===== src/rtl/memory_pkg.sv =====
// rtl/memory_pkg.sv - event codes and state encoding shared by the memory-game referee
package memory_pkg;

    localparam logic [1:0] EV_KEEP   = 2'b00;
    localparam logic [1:0] EV_SWITCH = 2'b01;
    localparam logic [1:0] EV_WIN    = 2'b10;
    localparam logic [1:0] EV_DRAW   = 2'b11;

    typedef enum logic [2:0] {
        S_IDLE,
        S_WAIT1,
        S_WAIT2,
        S_SHOW,
        S_EVAL,
        S_END,
        S_FIN2,
        S_DONE
    } judge_state_t;

endpackage


===== src/rtl/memory_turn_timer.sv =====
// rtl/memory_turn_timer.sv - idle-turn counter, one-cycle expire when TURN_CYCLES enabled cycles elapse
module memory_turn_timer #(
    parameter int TURN_CYCLES = 1000
) (
    input  logic clk,
    input  logic rst,
    input  logic clear,
    input  logic enable,
    output logic expire
);
    localparam int CNT_W = $clog2(TURN_CYCLES + 1);

    logic [CNT_W-1:0] cnt_q, cnt_d;

    always_comb begin
        cnt_d = cnt_q;
        if (clear) begin
            cnt_d = '0;
        end else if (enable) begin
            cnt_d = cnt_q + CNT_W'(1);
        end
    end

    // Independent of clear so the parent can fold expire into its own clear.
    assign expire = enable && (cnt_q == CNT_W'(TURN_CYCLES - 1));

    always_ff @(posedge clk or negedge rst) begin
        if (!rst) begin
            cnt_q <= '0;
        end else begin
            cnt_q <= cnt_d;
        end
    end

endmodule


===== src/rtl/memory_judge.sv =====
// rtl/memory_judge.sv - memory-game referee: board, pair evaluation, scores and ev codes
// Optional turn timeout is built when MEMORY_TIMEOUT_EN is defined.
module memory_judge
    import memory_pkg::*;
#(
    parameter int  N_CARDS     = 16,
    parameter int  SYM_W       = 3,
    parameter int  SHOW_CYCLES = 4,
    parameter int  TURN_CYCLES = 1000,
    localparam int IDX_W       = $clog2(N_CARDS),
    localparam int SCORE_W     = $clog2(N_CARDS / 2 + 1)
) (
    input  logic               clk,
    input  logic               rst,
    input  logic               start,
    input  logic               load_en,
    input  logic [IDX_W-1:0]   load_idx,
    input  logic [SYM_W-1:0]   load_sym,
    input  logic               sel_valid,
    input  logic [IDX_W-1:0]   sel_idx,
    input  logic               player,
    output logic [1:0]         ev,
    output logic [N_CARDS-1:0] face_up,
    output logic [SCORE_W-1:0] score0,
    output logic [SCORE_W-1:0] score1,
    output logic               sel_err,
    output logic               busy
);
    localparam int                 SC_W  = $clog2(SHOW_CYCLES + 1);
    localparam logic [IDX_W:0]     N_LIM = (IDX_W + 1)'(N_CARDS);
    localparam logic [N_CARDS-1:0] ONE   = N_CARDS'(1);

    judge_state_t       state_q, state_d;
    logic [SYM_W-1:0]   board_q [N_CARDS];
    logic [SYM_W-1:0]   board_d [N_CARDS];
    logic [N_CARDS-1:0] matched_q, matched_d, flipped;
    logic [IDX_W-1:0]   first_q, first_d, second_q, second_d;
    logic [SC_W-1:0]    show_cnt_q, show_cnt_d;
    logic [SCORE_W-1:0] score0_q, score0_d, score1_q, score1_d, cur_score, oth_score;
    logic [1:0]         ev_q, ev_d;
    logic               sel_err_q, sel_err_d, busy_q, busy_d;
    logic               sel_hit, sel_bad, timeout;

    always_comb begin
        sel_hit = 1'b0;
        for (int i = 0; i < N_CARDS; i++) begin
            if (sel_idx == IDX_W'(i)) sel_hit = matched_q[i];
        end
        sel_bad = ({1'b0, sel_idx} >= N_LIM) || sel_hit ||
                  (state_q == S_WAIT2 && sel_idx == first_q);
    end

    always_comb begin
        state_d    = state_q;
        board_d    = board_q;
        matched_d  = matched_q;
        first_d    = first_q;
        second_d   = second_q;
        show_cnt_d = show_cnt_q;
        score0_d   = score0_q;
        score1_d   = score1_q;
        ev_d       = EV_KEEP;
        sel_err_d  = 1'b0;
        cur_score  = player ? score1_q : score0_q;
        oth_score  = player ? score0_q : score1_q;
        if (load_en && state_q == S_IDLE && {1'b0, load_idx} < N_LIM) begin
            board_d[load_idx] = load_sym;
        end
        case (state_q)
            S_IDLE, S_DONE: begin
                if (start) begin
                    matched_d = '0;
                    score0_d  = '0;
                    score1_d  = '0;
                    state_d   = S_WAIT1;
                end
            end
            S_WAIT1, S_WAIT2: begin
                if (sel_valid) begin
                    if (sel_bad) begin
                        sel_err_d = 1'b1;
                    end else if (state_q == S_WAIT1) begin
                        first_d = sel_idx;
                        state_d = S_WAIT2;
                    end else begin
                        second_d   = sel_idx;
                        show_cnt_d = '0;
                        state_d    = S_SHOW;
                    end
                end else if (timeout) begin
                    ev_d    = EV_SWITCH;
                    state_d = S_WAIT1;
                end
            end
            S_SHOW: begin
                if (show_cnt_q == SC_W'(SHOW_CYCLES - 1)) begin
                    state_d = S_EVAL;
                end else begin
                    show_cnt_d = show_cnt_q + SC_W'(1);
                end
            end
            S_EVAL: begin
                if (board_q[first_q] == board_q[second_q]) begin
                    matched_d = matched_q | (ONE << first_q) | (ONE << second_q);
                    if (player) score1_d = score1_q + SCORE_W'(1);
                    else        score0_d = score0_q + SCORE_W'(1);
                    state_d = (&matched_d) ? S_END : S_WAIT1;
                end else begin
                    ev_d    = EV_SWITCH;
                    state_d = S_WAIT1;
                end
            end
            S_END: begin
                if (score0_q == score1_q) begin
                    ev_d    = EV_DRAW;
                    state_d = S_DONE;
                end else if (cur_score > oth_score) begin
                    ev_d    = EV_WIN;
                    state_d = S_DONE;
                end else begin
                    // Loser made the last pair: hand the turn over, then declare the winner.
                    ev_d    = EV_SWITCH;
                    state_d = S_FIN2;
                end
            end
            S_FIN2: begin
                ev_d    = EV_WIN;
                state_d = S_DONE;
            end
            default: state_d = S_IDLE;
        endcase
        busy_d = (state_d == S_SHOW) || (state_d == S_EVAL) ||
                 (state_d == S_END)  || (state_d == S_FIN2);
    end

`ifdef MEMORY_TIMEOUT_EN
    logic turn_clear;
    assign turn_clear = (state_d == S_WAIT1 && (state_q != S_WAIT1 || timeout)) ||
                        (sel_valid && !sel_bad && (state_q == S_WAIT1 || state_q == S_WAIT2));
    memory_turn_timer #(.TURN_CYCLES(TURN_CYCLES)) u_timer (
        .clk    (clk),
        .rst    (rst),
        .clear  (turn_clear),
        .enable (state_q == S_WAIT1 || state_q == S_WAIT2),
        .expire (timeout)
    );
`else
    assign timeout = (TURN_CYCLES < 0);
`endif

    always_comb begin
        flipped = '0;
        if (state_q == S_WAIT2 || state_q == S_SHOW || state_q == S_EVAL) flipped = flipped | (ONE << first_q);
        if (state_q == S_SHOW || state_q == S_EVAL) flipped = flipped | (ONE << second_q);
    end

    always_ff @(posedge clk or negedge rst) begin
        if (!rst) begin
            state_q    <= S_IDLE;
            matched_q  <= '0;
            first_q    <= '0;
            second_q   <= '0;
            show_cnt_q <= '0;
            score0_q   <= '0;
            score1_q   <= '0;
            ev_q       <= EV_KEEP;
            sel_err_q  <= 1'b0;
            busy_q     <= 1'b0;
        end else begin
            state_q    <= state_d;
            matched_q  <= matched_d;
            first_q    <= first_d;
            second_q   <= second_d;
            show_cnt_q <= show_cnt_d;
            score0_q   <= score0_d;
            score1_q   <= score1_d;
            ev_q       <= ev_d;
            sel_err_q  <= sel_err_d;
            busy_q     <= busy_d;
        end
    end

    // Board contents survive reset so a game can be replayed without reloading.
    always_ff @(posedge clk) begin
        board_q <= board_d;
    end

    assign ev      = ev_q;
    assign face_up = matched_q | flipped;
    assign score0  = score0_q;
    assign score1  = score1_q;
    assign sel_err = sel_err_q;
    assign busy    = busy_q;

endmodule


===== config.mk =====
export PLATFORM = sky130hd
export DESIGN_NAME = memory_judge
export DESIGN_NICKNAME = d
export VERILOG_FILES = /design/src/rtl/memory_pkg.sv /design/src/rtl/memory_turn_timer.sv /design/src/rtl/memory_judge.sv
export SDC_FILE = /design/constraint.sdc
export NUM_CORES = 1
export LEC_CHECK = 0
export CORE_MARGIN = 2
export CORE_UTILIZATION = 55
export DETAILED_ROUTE_END_ITERATION = 12
export MAX_ROUTING_LAYER = met4
export PLACE_DENSITY = 0.86
export SLEW_MARGIN = 10
export SYNTH_ARGS = -nofsm -noshare
export SYNTH_HDL_FRONTEND = slang
export SYNTH_SLANG_ARGS = --single-unit

===== constraint.sdc =====
create_clock -name clk -period 4.15 [get_ports clk]
set_input_delay 1.245 -clock clk [delete_from_list [all_inputs] [get_ports clk]]
set_output_delay 1.245 -clock clk [all_outputs]
set_load 0.01 [all_outputs]

# After elaboration in Yosys (flattened, before gate mapping)
# Index checks and enable logic that the tools add are counted.
# W data, S select, Z words.
[totals]
out_inout_bits = 28
ff_bits = 90
inputBits = 17
word_cells = 167
[op_classes]
n_reduce_logical = 23
shifts = 2
eq_ne = 38
n_lt_le_gt_ge = 5
add_sub_neg = 3
n_bitwise = 9
n_mux = 61
[op_table]
columns = ["op", "n"]
rows = [
  ["$mux W16", 4],
  ["$or A16 B16 Y16", 4],
  ["$bwmux W48", 1],
  ["$mux W3", 15],
  ["$eq A4 B4 Y1 const B", 8],
  ["$pmux W16 S2", 1],
  ["$shl A1 B4 Y16 const A", 2],
  ["$mux W4", 7],
  ["$bmux W3 S4", 2],
  ["$mux W1", 23],
  ["$eq A3 B3 Y1 const B", 7],
  ["$pmux W3 S6", 1],
  ["$eq A4 B3 Y1 const B", 4],
  ["$ne A2 B2 Y1 const B", 8],
  ["$pmux W4 S2", 2],
  ["$reduce_and A16 Y1", 1],
  ["$reduce_and A4 Y1", 4],
  ["$ge A5 B5 Y1 const B", 3],
  ["$not A4 Y5", 3],
  ["$demux W3 S4", 1],
  ["$eq A3 B2 Y1 const B", 4],
  ["$add A4 B1 Y4 const B", 2],
  ["$eq A4 B2 Y1 const B", 2],
  ["$eq A4 B4 Y1", 2],
  ["18 further kinds", 30],
]

# Logic depth before layout (Yosys ltp)
[logic_depth]
ltp_word = 25
mapped_depth = 11
depth_no_buf = 8

# Worst setup path after synthesis
# Ideal clock, no wire load.
[synth_timing]
path_kind = "input -> register"
start = "in sel_idx[3]"
end = "reg first_q[0]"
arrival_time_ps = 3141
path_stages = 8
path_slack_ps = 884
required_ps = 4025
n_path_buf = 1
setup_ps = 125
path_cell_list = "buf_1 > nand3b_1 > o21ai_0 > a221o_1 > o211ai_1 > nand4_1 > nor3b_1 > mux2_2"
[synth_between]
elab_chain_len = 20
word_cells_on_any_way = 37
cone_classes = "eq/ne (16); mux (16); bitwise (1); reduce/logical (4)"
[synth_lines]
columns = ["element", "line_no", "source"]
rows = [
  ["from (decl)", "memory_judge.sv:20", "input logic [IDX_W-1:0] sel_idx,"],
  ["$logic_not A4 Y1", "memory_judge.sv:47", "if (sel_idx == IDX_W'(i)) sel_hit = matched_q[i];"],
  ["$mux W1 (16 in a row)", "memory_judge.sv:47", ""],
  ["$logic_or A1 B1 Y1 (*)", "memory_judge.sv:49", "sel_bad = ({1'b0, sel_idx} >= N_LIM) || sel_hit ||"],
  ["$not A1 Y1 (no line) (*)", "--", ""],
  ["$reduce_and A4 Y1 (no line) (*)", "--", ""],
  ["to (signal assigned)", "memory_judge.sv:172", "first_q <= first_d;"],
  ["to (decl)", "memory_judge.sv:37", "logic [IDX_W-1:0] first_q, first_d, second_q, second_d;"],
]
# Mark *: on every way between the ends. The rest lies on a longest branch, timed or not.
# A chain may end at the register's enable or synchronous reset.

# Worst setup path in the final report
[layout_timing]
start = "reg state_q[0]"
end = "out face_up[5]"
[layout_between]
elab_chain_len = 7
word_cells_on_any_way = 10
cone_classes = "eq/ne (3); mux (2); bitwise (2); reduce/logical (3)"
[layout_lines]
columns = ["element", "line_no", "source"]
rows = [
  ["from (decl)", "memory_judge.sv:33", "judge_state_t state_q, state_d;"],
  ["from (signal assigned)", "memory_judge.sv:170", "state_q <= state_d;"],
  ["$eq A3 B2 Y1, on equally long branches", "memory_judge.sv:153, memory_judge.sv:154", ""],
  ["$logic_or A1 B1 Y1 (2 in a row)", "memory_judge.sv:153", "if (state_q == S_WAIT2 || state_q == S_SHOW || state_q == S_EVAL) flipped = flipped | (ONE << first_q);"],
  ["$mux W16", "memory_judge.sv:153", ""],
  ["$or A16 B16 Y16", "memory_judge.sv:154", "if (state_q == S_SHOW || state_q == S_EVAL) flipped = flipped | (ONE << second_q);"],
  ["$mux W16 (*)", "memory_judge.sv:154", ""],
  ["$or A16 B16 Y16 (*)", "memory_judge.sv:189", "assign face_up = matched_q | flipped;"],
  ["to (decl)", "memory_judge.sv:23", "output logic [N_CARDS-1:0] face_up,"],
]
# Marks and branches as above.

==> metrics.md <==
| Metric | Value |
|---|---|
| Status | finished, final reports clean |
| # rows | 35 |
| Die X | 100.8 um |
| Crit Path Class | flop to primary output |
| Number of antenna violations at the first check in global routing | 0 |
| F_max | 0.2457 GHz |
| Syn nets | 471 |
| P&R area growth vs syn | 14.88% |
| Post-layout nets | 512 |
| Final hold violations | 0 |
| Post-synth EDFFs | 48 |
| Max_cap viols | 0 |
| Slew Viols, Final | 0 |
| Root Buffer Master | clkbuf_8 |
| CTS sink count | 90 |
| Power, Total | 4.006 mW |
| TritonCTS clock tree | yes |
| Die ar. | 10160 sq um |
| Clk_skew | 0.02141 ns |
| Clk slew on worst S/H paths | 0.09 ns |
| Die Height | 100.8 um |
| Largest net degree at the start of global routing | 43 |
| Dominant synthesized flop cell | edfxtp_1 |
| Post-Synthesis Cell Area | 5155 sq um |
| Arrival time at the worst endpoint | 2.82 ns |
| GP Congestion | 0.9854 |
| Register area share after synthesis | 48.35% |
| Number of synthesized register bits | 90 |
| Crit-path most repeated cell | nor2_1 |
| Worst path cell trace | or2_2 > nor2_1 > buf_4 > a21oi_1 > nor2_1 > a221o_1 > clkdlybuf4s50_1 |
| Ys Warns | 0 |
| Final Setup Violations | 0 |
| HP Class | flop to flop |
| CTS buffer count | 9 |
| Total track usage | 28.83% |
| Share of layout cells above drive strength 1 | 16.53% |
| Cell family with most CP delay | simple AND/OR/NAND/NOR gates |
| Via-to-Cell Ratio | 6.743 |
| Initial DRC Count | 370 |
| RSZ-0062 raised after global routing | yes |
| Min Tclk post-route | 4.070 ns |
| # port buffers | 44 |
| Slowest CP cell | clkdlybuf4s50_1 |
| Syn_area_per_cell | 11.46 sq um |
| Dpl hpwl | 10050 um |
| Grt ovf | 0 |
| Lkg Pwr | 2.173 nW |
| Slowest stage delay, CP | 0.55 ns |
| Total number of vias | 4093 |
| H-tree depth | 3 |
| Initial Util | 56.32% |
| CP endpoint kind | primary output |
| Crit Path Max Fanout | 10 |
| Max rail drop VDD | 291.1 uV |
| Slew HR | 34.90% |
| Count of different cell masters after synthesis | 59 |
| First-pass GRT wire length | 21460 um |
| Clock latency on the worst-skew pair | 0.38 ns |
| Detail-routed net length per standard cell | 22.34 um |
| Async SR Flop Fraction | 46.67% |
| Detailed-route wire length | 13560 um |
| Crit path launch type | flop |
| Final worst-path cycle share | 98.07% |
| WP buf/inv | 2 |
| TritonRoute pass-1 iters | 5 |
| # IOs | 45 |
| Diodes inserted | 0 |
| Vias in the first global route | 4100 |
| Worst path required time | 2.90 ns |
| Layout Utilization | 64.70% |
| Antenna Nets Post-Route | 0 |
| Max Root-Sink Buffers | 2 |
| Core box area | 9153 sq um |
| Worst Max-Slew Pin Slew | 0.9764 ns |
| Fill count | 691 |
| Pwr dens | 676.4 nW/um^2 |
| Post-route DRC | 0 |
| Mapped Cells | 450 |
-- repair_timing --
action                                  4_1_cts  5_1_grt
buffers inserted                              0        0
gates resized for setup                       0        1
endpoints found under the setup margin        0        6
hold buffers                                  0        0
-- placed cells by master (no fill, tap or decap), types with 15 or more instances in the layout --
| cell | instances |
|---|---|
| nor2_1 | 50 |
| a221o_1 | 17 |
| mux4_2 | 26 |
| buf_4 | 19 |
| nor2b_1 | 15 |
| edfxtp_1 | 48 |
| nand2_1 | 32 |
| dfrtp_1 | 42 |
| o21ai_0 | 20 |
| clkdlybuf4s50_1 | 43 |
-- worst paths after layout --
path / from / end / slack (ns) / cells past startpoint
max reg2reg: second_q[0] / matched_q[12] / 0.82 / 10
min reg2reg: show_cnt_q[1] / show_cnt_q[1] / 0.54 / 1
min in group asynchronous: rst / matched_q[3] / 1.01 / 1
min: show_cnt_q[1] / show_cnt_q[1] / 0.54 / 1
max: state_q[0] / face_up[5] / 0.08 / 7
max in group asynchronous: rst / busy / 2.52 / 1
-- worst register-to-register path, cell delays in order, from the launching register on --
cell and delay, ns:
dfrtp_1 0.78, mux4_2 0.62, a22o_1 0.27, a221oi_1 0.27, xor2_1 0.20, nor3_4 0.37
buf_4 0.28, o21ai_0 0.12, buf_4 0.17, nand2_1 0.06, o21ai_0 0.08
-- report_power, final --
part           switching, mW  internal (mW)
combinational           1.16          0.959
sequential             0.202           1.05
clock                  0.345          0.284
-- area by class of cell --
cell class              instances  area (sq um)  share of cell area [%]
flip-flops and latches         90          2492                   42.09
clock inverters                 7         77.57                   1.310
well taps                     111         138.9                   2.345
clock buffers                   9         123.9                   2.092
multi-input cells             317          2474                   41.77
inverters                      10         37.54                  0.6338
repair buffers                 63         578.1                   9.761
-- metrics by stage --
step	hold WS [ns]	setup TNS [ns]	setup slack [ns]	cell area, sq um	std cells
2_1_floorplan	0.4730	0	0.8841	5155	450
3_3_place_gp	0.4899	0	0.2786	5718	591
3_5_place_dp	0.5098	0	0.2347	5718	591
4_1_cts	0.5358	0	0.1097	5919	607
5_1_grt	0.5521	-0.05639	-0.01859	5922	607
6_report	0.5362	0	0.08014	5922	607
-- cell usage after synthesis, types with 5 or more instances --
cell type,instances,area share [%]
mux4_2,26,11
mux2_2,10,2.2
nor3_1,9,0.87
a221oi_1,8,1.4
nand2_1,32,2.3
mux2i_1,5,0.97
buf_2,6,0.58
nor2b_1,15,1.8
o21ai_0,20,1.9
dfrtp_1,42,20
xnor2_1,6,1.0
a31oi_1,11,1.3
clkbuf_1,19,1.4
nand2b_1,8,0.97
a221o_1,17,3.3
o22ai_1,8,0.97
inv_1,9,0.66
a22o_1,14,2.4
a21oi_1,9,0.87
edfxtp_1,48,28
nand3_1,5,0.49
nor2_1,51,3.7
-- state kept, by name, indices dropped and copies added, names as in the netlist --
name,flops
score1,4
score0,4
ev,2
sel_err,1
busy,1
board_q,48
state_q,3
show_cnt_q,3
second_q,4
matched_q,16
first_q,4
-- metal layers --
layer / part of all wire [%] / routed length, um / track usage (%)
met4: 3.0 / 405 / 12.12
met2: 51 / 6864 / 46.82
met1: 40 / 5360 / 35.61
met3: 6.8 / 927 / 5.479
met5: 0 / 0 / -
-- kinds of logic (layout without fill, tap and decap cells) --
kind of cell             after synthesis  after routing  share of synthesized area (%)
adder cells (fa/ha/maj)                5              5                          1.165
buffers and inverters                 43             89                          3.713
XOR/XNOR                               8              8                          1.359
AND/OR/NAND/NOR                      151            151                          14.64
AO/OA/AOI/OAI                        112            112                          16.26
flip-flops                            90             90                          48.35
multiplexers                          41             41                          14.51
Power figures use the tool's default switching activity.
